### config.mk
export PLATFORM = sky130hd
export DESIGN_NAME = pipe_hazard_unit
export DESIGN_NICKNAME = d
export VERILOG_FILES = /design/src/rtl/hazard_pkg.sv /design/src/rtl/hazard_tracker.sv /design/src/rtl/pipe_hazard_unit.sv
export SDC_FILE = /design/constraint.sdc
export NUM_CORES = 1
export LEC_CHECK = 0
export BUFFER_PORTS_ARGS = -buffer_cell sky130_fd_sc_hd__buf_2
export CORE_AREA = 2 2 69 71
export CTS_CLUSTER_DIAMETER = 80
export DETAILED_ROUTE_END_ITERATION = 7
export DIE_AREA = 0 0 71 73
export GPL_TIMING_DRIVEN = 0
export PLACE_DENSITY = 0.64
export RECOVER_POWER = 25
export SLEW_MARGIN = 25
export SYNTH_ARGS = -nofsm -noshare
export SYNTH_HDL_FRONTEND = slang
export SYNTH_HIERARCHICAL = 1
export SYNTH_SLANG_ARGS = --single-unit
### constraint.sdc
create_clock -name clk -period 2.5 [get_ports clk]
set_input_delay 0.5 -clock clk [delete_from_list [all_inputs] [get_ports clk]]
set_output_delay 0.5 -clock clk [all_outputs]
set_load 0.01 [all_outputs]
### src/rtl/hazard_pkg.sv
// Shared types and constants for the LEGv8 hazard/forwarding unit.
// Optional macro HAZARD_PERF_CNT_EN is consumed by pipe_hazard_unit only.
package hazard_pkg;

  // rd is stored at a fixed, generous width so the struct is shared across REG_W choices
  localparam int unsigned HZ_RD_W = 8;

  typedef struct packed {
    logic               valid;
    logic [HZ_RD_W-1:0] rd;
    logic               is_load;
  } hz_entry_t;

  function automatic int unsigned fwd_width(input int unsigned stages);
    return $clog2(stages + 1);
  endfunction

  localparam int unsigned FWD_STAGES_DEFAULT = 3;
  localparam int unsigned FWD_W              = fwd_width(FWD_STAGES_DEFAULT);
  localparam int unsigned FWD_REGFILE        = 0;

endpackage

### src/rtl/hazard_tracker.sv
// In-flight destination tracker: one entry per post-ID stage, entry 0 = EX.
// Freeze holds every entry; bubble loads an invalid entry into EX.
module hazard_tracker
  import hazard_pkg::*;
#(
  parameter int unsigned STAGES = 3
) (
  input  logic                   clk,
  input  logic                   reset,
  input  logic                   freeze,
  input  logic                   bubble,
  input  hz_entry_t              new_entry,
  output hz_entry_t [STAGES-1:0] entries
);

  always_ff @(posedge clk or posedge reset) begin
    if (reset) begin
      entries <= '0;
    end else if (!freeze) begin
      entries[0] <= bubble ? hz_entry_t'('0) : new_entry;
      for (int unsigned k = 1; k < STAGES; k++) begin
        entries[k] <= entries[k-1];
      end
    end
  end

endmodule

### src/rtl/pipe_hazard_unit.sv
// Forwarding select, load-use stall and branch flush generation for ID.
// Define HAZARD_PERF_CNT_EN to add saturating stall/flush event counters.
module pipe_hazard_unit
  import hazard_pkg::*;
#(
  parameter int unsigned NUM_REGS   = 32,
  parameter int unsigned REG_W      = 5,
  parameter int unsigned FWD_STAGES = 3,
  parameter int unsigned LOAD_LAT   = 1,
  parameter int unsigned ZERO_REG   = 31
) (
  input  logic                                clk,
  input  logic                                reset,
  input  logic [REG_W-1:0]                    id_rn,
  input  logic [REG_W-1:0]                    id_rm,
  input  logic                                id_rn_used,
  input  logic                                id_rm_used,
  input  logic [REG_W-1:0]                    id_rd,
  input  logic                                id_reg_write,
  input  logic                                id_is_load,
  input  logic                                br_taken,
  input  logic                                freeze,
  output logic [fwd_width(FWD_STAGES)-1:0]    fwd_a,
  output logic [fwd_width(FWD_STAGES)-1:0]    fwd_b,
  output logic                                stall,
  output logic                                flush_if_id,
  output logic                                flush_id_ex
`ifdef HAZARD_PERF_CNT_EN
  ,
  output logic [31:0]                         stall_cnt,
  output logic [31:0]                         flush_cnt
`endif
);

  localparam int unsigned SEL_W = fwd_width(FWD_STAGES);
  localparam logic [REG_W-1:0] XZR = REG_W'(ZERO_REG);

  if (REG_W != $clog2(NUM_REGS) || REG_W > HZ_RD_W || FWD_STAGES < 1 ||
      FWD_STAGES > 6 || LOAD_LAT >= FWD_STAGES || ZERO_REG >= NUM_REGS) begin : g_bad_params
    $error("pipe_hazard_unit: illegal parameter combination");
  end

  hz_entry_t [FWD_STAGES-1:0] entries;
  hz_entry_t                  new_entry;
  logic                       load_use;
  logic                       bubble;
  logic [SEL_W-1:0]           sel_a, sel_b;
  logic                       hit_a, hit_b;
  logic                       lu_a, lu_b;

  always_comb begin
    new_entry         = '0;
    new_entry.valid   = id_reg_write && (id_rd != XZR);
    new_entry.rd      = HZ_RD_W'(id_rd);
    new_entry.is_load = id_is_load;
  end

  // Only the youngest match per source decides both the select and the load-use check
  always_comb begin
    sel_a = '0;
    sel_b = '0;
    hit_a = 1'b0;
    hit_b = 1'b0;
    lu_a  = 1'b0;
    lu_b  = 1'b0;
    for (int unsigned k = 0; k < FWD_STAGES; k++) begin
      if (!hit_a && id_rn_used && id_rn != XZR && entries[k].valid &&
          entries[k].rd == HZ_RD_W'(id_rn)) begin
        hit_a = 1'b1;
        sel_a = SEL_W'(k + 1);
        lu_a  = entries[k].is_load && (k < LOAD_LAT);
      end
      if (!hit_b && id_rm_used && id_rm != XZR && entries[k].valid &&
          entries[k].rd == HZ_RD_W'(id_rm)) begin
        hit_b = 1'b1;
        sel_b = SEL_W'(k + 1);
        lu_b  = entries[k].is_load && (k < LOAD_LAT);
      end
    end
  end

  assign load_use = lu_a || lu_b;
  assign bubble   = load_use || br_taken;

  hazard_tracker #(
    .STAGES (FWD_STAGES)
  ) u_tracker (
    .clk       (clk),
    .reset     (reset),
    .freeze    (freeze),
    .bubble    (bubble),
    .new_entry (new_entry),
    .entries   (entries)
  );

  // Priority: reset, then freeze, then branch, then load-use
  always_comb begin
    fwd_a       = '0;
    fwd_b       = '0;
    stall       = 1'b0;
    flush_if_id = 1'b0;
    flush_id_ex = 1'b0;
    if (!reset) begin
      fwd_a = sel_a;
      fwd_b = sel_b;
      if (freeze) begin
        stall = 1'b1;
      end else if (br_taken) begin
        flush_if_id = 1'b1;
        flush_id_ex = 1'b1;
      end else begin
        stall = load_use;
      end
    end
  end

`ifdef HAZARD_PERF_CNT_EN
  always_ff @(posedge clk or posedge reset) begin
    if (reset) begin
      stall_cnt <= '0;
      flush_cnt <= '0;
    end else if (!freeze) begin
      if (load_use && !br_taken && stall_cnt != '1) begin
        stall_cnt <= stall_cnt + 32'd1;
      end
      if (br_taken && flush_cnt != '1) begin
        flush_cnt <= flush_cnt + 32'd1;
      end
    end
  end
`endif

endmodule

==> results_dict.tcl <==
set metrics [dict create \
    outcome "complete, but fails checks" \
    violations "setup timing" \
    crit_path_top_delay_cell "or4b_4" \
    placeable_core_area_mm2 0.004536 \
    largestRegisters "u_tracker/entries x28" \
    dr.first_iter.drc_count 64 \
    postSynthCellCount 139 \
    overflow 0 \
    htreeDepth 1 \
    cts_tree "yes" \
    rrSetupSlack_ns 0.63 \
    timing.hold.worst_endpoint "u_tracker/entries[0]" \
    floorplan.initialDensity 0.3647 \
    drt-wirelength-per-cell_um 16.19 \
    final-hold-violation-count 0 \
    cts_num_sinks 28 \
    grtUsageTotal 0.1501 \
    drive_gt1_frac 0.4505 \
    worstHoldPathCells 2 \
    timing.critical_path.fanout_max 2 \
    n_antenna_cell 0 \
    largest_delay_contributor_family_on_the_critical_path "simple AND/OR/NAND/NOR gates" \
    critical_path_class "reg -> out" \
    io_pins 30 \
    flow.area_growth_from_synthesis_pct 29.95 \
    ff2ff_path_depth 7 \
    final_nets 206 \
    worstPathBufferInverterCount 1 \
    ctsLongestPathBuffers 2 \
    fmax_mhz 375.1 \
    critical_path_required_ns 2.00 \
    chipHeight_um 73 \
    ctsHoldBuffers 0 \
    maxCapViolations 0 \
    irDropWorstVdd_uv 206.1 \
    first_global_vias 1200 \
    path_cells "or4b_4 -> nor4_4 -> nand3_2 -> a2111oi_4 -> buf_2" \
    timing.slew.headroom 0.2963 \
    top_register "u_tracker/entries" \
    firstDrtPassIters 4 \
    tightestPinTransition_ns 1.054 \
    die_x_um 71 \
    power-per-cell-area_mw_per_mm2 558.0 \
    cp_data_arrival_time_ns 2.17 \
    viasPerCell 5.212 \
    grt_antenna_before_repair 0 \
    clkLatencyLatePin_ns 0.28 \
    synth_warnings 6 \
    period_needed_ns 2.666 \
    cp-start-kind "register" \
    power.static_leakage_nw 0.9790 \
    largest_register_ff_count 28 \
    finalWorstSetupSlack_ns -0.1656 \
    cts.clk_slew.worst_paths_ns 0.09 \
    i_o_buffers 29 \
    die_area_mm2 0.005183 \
    hold_class "in -> reg" \
    ant_nets 0 \
    timing.rr.start "u_tracker/entries[7]" \
    timing.final.max_slew_violations 0 \
    worst_hold_slack_ns 0.4328 \
    post_synth_instance_area_mm2 0.001654 \
    place.detailed.hpwl_um 2743 \
    clock_skew_ns 0.006143 \
    crit_path_end_kind "output port" \
    row_count 25 \
    finalWeightedCongestion 0.8047 \
    rsz0062_at_grt "yes" \
    cts_made_buffers 3 \
    routed_wl_um 3822 \
    critical_path_max_stage_delay_ns 0.59 \
    clockRootBuffer "clkbuf_8" \
    grt_first_pass_wirelength_um 6072 \
    average_cell_area_after_synthesis_um2 11.90 \
    power_total_mw 1.199 \
    timing.final.setup_violations 3 \
    min_period_over_period 1.066 \
    timing.rr.end "u_tracker/entries[3]" \
    pin_count_of_the_biggest_net_entering_global_routing 29 \
    detailroute.via_count 1230 \
    worstHoldStart "id_is_load" \
    drt_drc_violations_left 0 \
]
==> layout by cell type, fill, tap and decap left out, types with 3 or more instances in the layout <==
cell type and count:
buf_6 4, nand3_1 4, o21ai_1 3, xor2_1 11, xnor2_1 19, nand4_1 3
buf_2 30, a22o_1 9, nand2_1 5, dfrtp_1 28, buf_4 8, inv_1 4
mux2_4 18, conb_1 3, clkbuf_8 3
==> through the flow <==
stage | utilization | setup TNS [ns] | setup slack, ns | std cells | cell area (um^2)
2_1_floorplan | - | 0 | 0.2329 | 141 | 1662
3_5_place_dp | 0.4132 | 0 | 0.0009752 | 224 | 1874
3_3_place_gp | 0.4132 | 0 | 0.02985 | 224 | 1874
6_report | 0.4739 | -0.3690 | -0.1656 | 236 | 2150
4_1_cts | 0.4505 | -0.3862 | -0.1937 | 233 | 2043
5_1_grt | 0.4739 | -0.7064 | -0.2622 | 236 | 2150
==> worst max-delay path by stage <==
stage                     slack, ns  cells after the start                  start        to
final                         -0.17                      5  u_tracker/entries[18]  fwd_a[1]
after global routing          -0.26                      5  u_tracker/entries[18]  fwd_a[1]
after CTS                     -0.19                      5  u_tracker/entries[27]  fwd_b[1]
after detailed placement      0.001                      5  u_tracker/entries[16]  fwd_b[1]
after global placement         0.03                      5  u_tracker/entries[16]  fwd_b[1]
after floorplan                0.23                      4  u_tracker/entries[16]  fwd_b[1]
==> layer usage <==
layer,up-vias,wire length [um],global-route usage
li1,584,-,-
met1,610,1830,0.2180
met2,32,1822,0.2357
met3,4,138,0.02348
met4,0,31,0.03774
met5,-,0,0
==> final cells by class <==
| type | instances | area (um^2) |
|---|---|---|
| fill | 398 | 2386 |
| multi-input combinational | 104 | 1040 |
| sequential | 28 | 700.7 |
| timing repair buffer | 37 | 209.0 |
| tap | 54 | 67.56 |
| buffer | 5 | 46.29 |
| clock buffer | 3 | 41.29 |
| clock inverter | 1 | 30.03 |
| inverter | 4 | 15.01 |
==> what timing repair did <==
item | CTS | global route
setup buffers | 5 | 3
pin swaps | 14 | 12
gates resized for setup | 9 | 16
setup endpoints to repair | 5 | 5
==> power breakdown <==
part | switching (mW) | internal, mW
logic | 0.122 | 0.154
clock network | 0.146 | 0.215
registers | 0.0606 | 0.502
No activity file was read; power rests on OpenSTA's default activity.
